$ cat src/rtl/uart_tx_arbiter_if.sv
// Requester and uart_tx side signals of the shared transmitter arbiter.
// master drives requests and tx_status; slave is the arbiter.
interface uart_tx_arbiter_if #(
  parameter int NUM_REQ    = 4,
  parameter int FRAME_BITS = 8
);
  localparam int IW = $clog2(NUM_REQ);

  logic [NUM_REQ-1:0]            req_valid;
  logic [NUM_REQ*FRAME_BITS-1:0] req_data;
  logic [NUM_REQ-1:0]            req_last;
  logic [NUM_REQ-1:0]            req_ready;
  logic                          tx_status;
  logic                          tx_start;
  logic [FRAME_BITS-1:0]         tx_data;
  logic [IW-1:0]                 owner;
  logic                          locked;
  logic                          lock_timeout;

  modport master (
    output req_valid, req_data, req_last,
    output tx_status,
    input  req_ready, tx_start, tx_data,
    input  owner, locked, lock_timeout
  );

  modport slave (
    input  req_valid, req_data, req_last,
    input  tx_status,
    output req_ready, tx_start, tx_data,
    output owner, locked, lock_timeout
  );
endinterface

$ cat src/rtl/uart_tx_arbiter.sv
// Round-robin arbiter sharing one uart_tx between byte-stream requesters,
// with packet locking and a stall timeout on the locked owner.
module uart_tx_arbiter #(
  parameter int NUM_REQ      = 4,
  parameter int FRAME_BITS   = 8,
  parameter int HOLD_TIMEOUT = 1024
) (
  input  logic             clk,
  input  logic             reset_n,
  uart_tx_arbiter_if.slave bus
);

  localparam int IW  = $clog2(NUM_REQ);
  localparam int IW1 = IW + 1;
  localparam int CW  = $clog2(HOLD_TIMEOUT) + 1;

  localparam logic [IW-1:0] LAST_IDX = IW'(NUM_REQ - 1);
  localparam logic [IW1-1:0] NUM_W   = IW1'(NUM_REQ);
  localparam logic [CW-1:0] HOLD_END = CW'(HOLD_TIMEOUT - 1);

  typedef enum logic [1:0] {
    IDLE,
    WAIT_ACK,
    WAIT_DONE,
    HOLD
  } state_t;

  state_t                state;
  logic [IW-1:0]         rr_ptr;
  logic [IW-1:0]         owner_q;
  logic [CW-1:0]         hold_cnt;
  logic                  start_q;
  logic                  locked_q;
  logic                  tmo_q;
  logic [FRAME_BITS-1:0] data_q;

  logic [FRAME_BITS-1:0] bytes [NUM_REQ];
  logic [IW-1:0]         win;
  logic                  found;
  logic [IW-1:0]         sel;
  logic [FRAME_BITS-1:0] pick;
  logic                  pick_last;
  logic [NUM_REQ-1:0]    ready;
  logic                  take;
  logic [IW-1:0]         nxt_ptr;

  for (genvar g = 0; g < NUM_REQ; g++) begin : g_split
    assign bytes[g] = bus.req_data[g*FRAME_BITS +: FRAME_BITS];
  end

  // First valid at or above rr_ptr, wrapping with an explicit modulo.
  always_comb begin : rr_scan
    logic [IW1-1:0] sum;
    logic [IW-1:0]  cand;
    found = 1'b0;
    win   = '0;
    sum   = '0;
    cand  = '0;
    for (int k = 0; k < NUM_REQ; k++) begin
      sum = {1'b0, rr_ptr} + IW1'(k);
      if (sum >= NUM_W)
        sum = sum - NUM_W;
      cand = sum[IW-1:0];
      if (!found && bus.req_valid[cand]) begin
        found = 1'b1;
        win   = cand;
      end
    end
  end

  assign sel       = (state == HOLD) ? owner_q : win;
  assign pick      = bytes[sel];
  assign pick_last = bus.req_last[sel];

  // No grant in the cycle lock_timeout is visible.
  always_comb begin
    ready = '0;
    if (reset_n && !bus.tx_status) begin
      case (state)
        IDLE:    if (found && !tmo_q) ready[win] = 1'b1;
        HOLD:    ready[owner_q] = 1'b1;
        default: ready = '0;
      endcase
    end
  end

  assign take    = |(ready & bus.req_valid);
  assign nxt_ptr = (owner_q == LAST_IDX) ? '0 : owner_q + 1'b1;

  always_ff @(posedge clk or negedge reset_n) begin
    if (!reset_n) begin
      state    <= IDLE;
      rr_ptr   <= '0;
      owner_q  <= '0;
      hold_cnt <= '0;
      start_q  <= 1'b0;
      locked_q <= 1'b0;
      tmo_q    <= 1'b0;
      data_q   <= '0;
    end else begin
      start_q <= 1'b0;
      tmo_q   <= 1'b0;
      case (state)
        IDLE: begin
          if (take) begin
            data_q   <= pick;
            start_q  <= 1'b1;
            owner_q  <= win;
            locked_q <= !pick_last;
            state    <= WAIT_ACK;
          end
        end
        WAIT_ACK: begin
          if (bus.tx_status)
            state <= WAIT_DONE;
        end
        WAIT_DONE: begin
          if (!bus.tx_status) begin
            if (locked_q) begin
              hold_cnt <= '0;
              state    <= HOLD;
            end else begin
              rr_ptr <= nxt_ptr;
              state  <= IDLE;
            end
          end
        end
        HOLD: begin
          if (take) begin
            data_q   <= pick;
            start_q  <= 1'b1;
            locked_q <= !pick_last;
            hold_cnt <= '0;
            state    <= WAIT_ACK;
          end else if (hold_cnt == HOLD_END) begin
            locked_q <= 1'b0;
            tmo_q    <= 1'b1;
            rr_ptr   <= nxt_ptr;
            state    <= IDLE;
          end else begin
            hold_cnt <= hold_cnt + 1'b1;
          end
        end
        default: state <= IDLE;
      endcase
    end
  end

  assign bus.req_ready    = ready;
  assign bus.tx_start     = start_q;
  assign bus.tx_data      = data_q;
  assign bus.owner        = owner_q;
  assign bus.locked       = locked_q;
  assign bus.lock_timeout = tmo_q;

endmodule

$ cat src/flat_wrapper.sv
// flat-port wrapper written by rule: the top's interface ports become plain ports
module uart_tx_arbiter_flat 
#(
  parameter int NUM_REQ      = 4,
  parameter int FRAME_BITS   = 8,
  parameter int HOLD_TIMEOUT = 1024
)
  (clk, reset_n, bus_req_valid, bus_req_data, bus_req_last, bus_tx_status, bus_req_ready, bus_tx_start, bus_tx_data, bus_owner, bus_locked, bus_lock_timeout);
  uart_tx_arbiter_if #(.NUM_REQ(NUM_REQ), .FRAME_BITS(FRAME_BITS)) bus_i ();
  input  logic clk;
  input  logic reset_n;
  input wire logic [$bits(bus_i.req_valid)-1:0] bus_req_valid;
  input wire logic [$bits(bus_i.req_data)-1:0] bus_req_data;
  input wire logic [$bits(bus_i.req_last)-1:0] bus_req_last;
  input wire logic [$bits(bus_i.tx_status)-1:0] bus_tx_status;
  output wire logic [$bits(bus_i.req_ready)-1:0] bus_req_ready;
  output wire logic [$bits(bus_i.tx_start)-1:0] bus_tx_start;
  output wire logic [$bits(bus_i.tx_data)-1:0] bus_tx_data;
  output wire logic [$bits(bus_i.owner)-1:0] bus_owner;
  output wire logic [$bits(bus_i.locked)-1:0] bus_locked;
  output wire logic [$bits(bus_i.lock_timeout)-1:0] bus_lock_timeout;
  assign bus_i.req_valid = bus_req_valid;
  assign bus_i.req_data = bus_req_data;
  assign bus_i.req_last = bus_req_last;
  assign bus_i.tx_status = bus_tx_status;
  assign bus_req_ready = bus_i.req_ready;
  assign bus_tx_start = bus_i.tx_start;
  assign bus_tx_data = bus_i.tx_data;
  assign bus_owner = bus_i.owner;
  assign bus_locked = bus_i.locked;
  assign bus_lock_timeout = bus_i.lock_timeout;
  uart_tx_arbiter #(.NUM_REQ(NUM_REQ), .FRAME_BITS(FRAME_BITS), .HOLD_TIMEOUT(HOLD_TIMEOUT)) u_core (.clk(clk), .reset_n(reset_n), .bus(bus_i));
endmodule
$ cat config.mk
export PLATFORM = sky130hd
export DESIGN_NAME = uart_tx_arbiter_flat
export DESIGN_NICKNAME = d
export VERILOG_FILES = /design/src/rtl/uart_tx_arbiter_if.sv /design/src/rtl/uart_tx_arbiter.sv /design/src/flat_wrapper.sv
export SDC_FILE = /design/constraint.sdc
export NUM_CORES = 1
export LEC_CHECK = 0
export CAP_MARGIN = 20
export CORE_UTILIZATION = 29
export DETAILED_ROUTE_END_ITERATION = 12
export SLEW_MARGIN = 10
export SYNTH_ARGS = -nofsm -noshare
export SYNTH_HDL_FRONTEND = slang
export SYNTH_SLANG_ARGS = --single-unit
$ cat constraint.sdc
create_clock -name clk -period 2.1 [get_ports clk]
set_input_delay 0.42 -clock clk [delete_from_list [all_inputs] [get_ports clk]]
set_output_delay 0.42 -clock clk [all_outputs]
set_load 0.1 [all_outputs]
==> run summary <==
TritonCTS clock tree: built
Worst Clk Skew: 10.82 ps
CP max FO: 3
PortBufs: 59
max frequency: 417.6 MHz
outcome: finished, violations left
CTS root buf: clkbuf_8
Seq/Total Area, Yosys: 36.46%
Commonest cells post-synth: dfrtp_1 (28), nand2_1 (27), mux2i_1 (19), a21oi_1 (14), nor2_1 (13)
Power Density: 1227 nW/um^2
ranking of synthesized cells by area: dfrtp_1 (36%), mux2i_1 (9.9%), ha_1 (5.9%), nand2_1 (5.3%), mux2_2 (4.1%)
Max clock buf depth: 2
Clock Sinks: 28
Die Y-Extent: 83.41 um
RSZ-0062 raised after global routing: yes
P_int: 1.911 mW
Via density: 5.164
final worst slack: -294.8 ps
count leader, synth: dfrtp_1
Sw Pwr: 1.951 mW
Yosys top cell by area: dfrtp_1
WL met2: 2527 um
clock slew at reported path FFs: 80 ps
# nets final: 355
syn nets: 260
Worst-Margin Slew: 489.9 ps
ys flop type: dfrtp_1
WL per Instance: 13.98 um
final hold violations: 0
Critical Path Sink Type: output port
GRT Total Usage: 15.41%
Core ar.: 6386 um^2
antenna-violating nets left: 0
max_cap viols: 0
distinct cell type count after synthesis: 45
synth warn: 0
Layout Utilization: 49.28%
IO Pins: 60
Max H-tree Level: 1
Final Cycle Share: 114.0%
syn avg cell area: 9.240 um^2
Logic pwr share: 70.2%
Initial Util: 30.09%
CP Launch Type: input port
GPL Wtd Cong: 0.8491
placed cell count: 373
WS Path Type: in2out
synthesis-stage register bit count: 28
Peak VDD IR: 0.8980 mV
final wirelength: 5298 um
DRC Markers: 0
largest net degree at the start of global routing: 29
Clock power frac: 7.6%
failing checks: negative setup slack
endpoints failing setup: 4
initial antenna violation count: 0
fin area: 3147 um^2
EDFF count, synth: 0
CTS buffer count: 3
DPL Wire Length: 4239 um
Cell Area, Synth: 1922 um^2
Slew HR: 67.22%
switch share: 50.52%
DR iter-0 viols: 87
Tmin final: 2395 ps
Met3 Wirelength: 337 um
Synth-to-Final Area Change: 63.74%
Die Span X: 83.41 um
clk_lat worst skew: 280 ps
vias in the first global route: 1841
share of cells above drive strength 1: 36.42%
pins over their slew limit: 0
First-pass DRT Iterations: 4
Cell Count, Final, Fillers Out: 379
worst endpoint required time: 1680 ps
Post-Route Setup TNS: -897.8 ps
Vias: 1957
first-pass GRT wire length: 8818 um
Syn Inst Count: 208
Rows: 29
Synth top area share: 36.46%
Worst Hold Class: reg2reg
gr ovfl total: 0
Leak: 1.313 nW
met1 WL: 2411 um
dpl ws: -570.8 ps
Top Metal Used: met4
Seq pwr share: 22.2%
Async SR Flop Fraction: 100.0%
critical path arrival: 1970 ps
Diodes inserted: 0
placed cell area: 2965 um^2
die area: 6956 um^2
CTS Hold Bufs: 0
area by class of cell:
class                   count  area, um^2
flip-flops and latches     28       714.4
inverters                  11       46.29
fillers                   591        3239
multi-input cells         161        1315
well taps                  77       96.34
clock buffers               4       45.04
repair buffers             98       929.6
sequential cells by signal (all words and copies together) (netlist names):
register                 flops
u_core.bus.owner             2
u_core.bus.locked            1
u_core.bus.lock_timeout      1
u_core.bus.tx_data           8
u_core.rr_ptr                2
u_core.hold_cnt             11
u_core.state                 2
u_core.bus.tx_start          1
logic make-up after synthesis:
family                     after synthesis  synth area share (%)
and+or+nand+nor                         68                 17.25
muxes                                   26                 14.00
DFF                                     28                 36.46
adders and majority gates                9                 5.859
buffers and inverters                   19                 4.101
AOI/OAI and AO/OA                       58                 22.33
stage by stage:
| stage | total power [mW] | hold slack (ps) |
|---|---|---|
| floorplan | 2.580 | 124.4 |
| global placement | 3.423 | 472.0 |
| detailed placement | 3.434 | 483.8 |
| CTS | 3.778 | 503.9 |
| global route | 4.106 | 534.4 |
| finish | 3.862 | 492.2 |
critical path, cell delays in order:
cell,delay (ps)
clkdlybuf4s15_2,200
buf_6,120
a221o_1,360
o21a_1,130
or3b_4,380
a21oi_4,170
buf_12,180
layer usage:
layer,GRT usage [%],up-vias
li1,-,965
met1,20.00,929
met2,26.60,58
met3,3.777,5
met4,1.881,0
met5,0,-
final timing paths:
check / from / to / slack [ps] / cells after the start
max in group asynchronous: reset_n / u_core.bus.owner[0]$_DFFE_PN0P_ / 1200 / 2
min in group asynchronous: reset_n / u_core.hold_cnt[4]$_DFFE_PN0P_ / 610 / 2
max: bus_req_valid[2] / bus_req_ready[0] / -290 / 7
min: u_core.bus.tx_data[3]$_DFFE_PN0P_ / u_core.bus.tx_data[3]$_DFFE_PN0P_ / 490 / 2
max reg2reg: u_core.bus.owner[0]$_DFFE_PN0P_ / u_core.rr_ptr[0]$_DFFE_PN0P_ / 10 / 6
min reg2reg: u_core.bus.tx_data[3]$_DFFE_PN0P_ / u_core.bus.tx_data[3]$_DFFE_PN0P_ / 490 / 2
layout by cell type (no fill, tap or decap), types with 4 or more instances in the layout:
cell type / netlist / final
nor2_1: 13 / 12
mux2_2: 7 / 6
inv_2: 0 / 4
inv_1: 11 / 5
dfrtp_1: 28 / 23
clkdlybuf4s50_1: 0 / 38
nand2_1: 27 / 25
buf_4: 1 / 47
ha_4: 0 / 4
o221ai_1: 9 / 9
buf_12: 0 / 6
o21ai_0: 9 / 6
a21oi_1: 14 / 9
nand3_1: 5 / 5
mux2i_1: 19 / 19
power by group through the flow:
stage | Sequential [mW] | Combinational, mW | Clock [mW]
after floorplan | 1.55 | 1.03 | 0
after global placement | 0.842 | 2.58 | 0
after detailed placement | 0.848 | 2.59 | 0
after CTS | 0.838 | 2.64 | 0.305
after global routing | 0.884 | 2.89 | 0.334
final | 0.858 | 2.71 | 0.295
repair_timing:
action | 4_1_cts | 5_1_grt
endpoints found under the hold margin | 0 | 0
pin swaps | 10 | 12
setup buffers | 2 | 0
resized for setup | 19 | 21
endpoints found under the setup margin | 30 | 25
(Power assumes the default switching activity.)
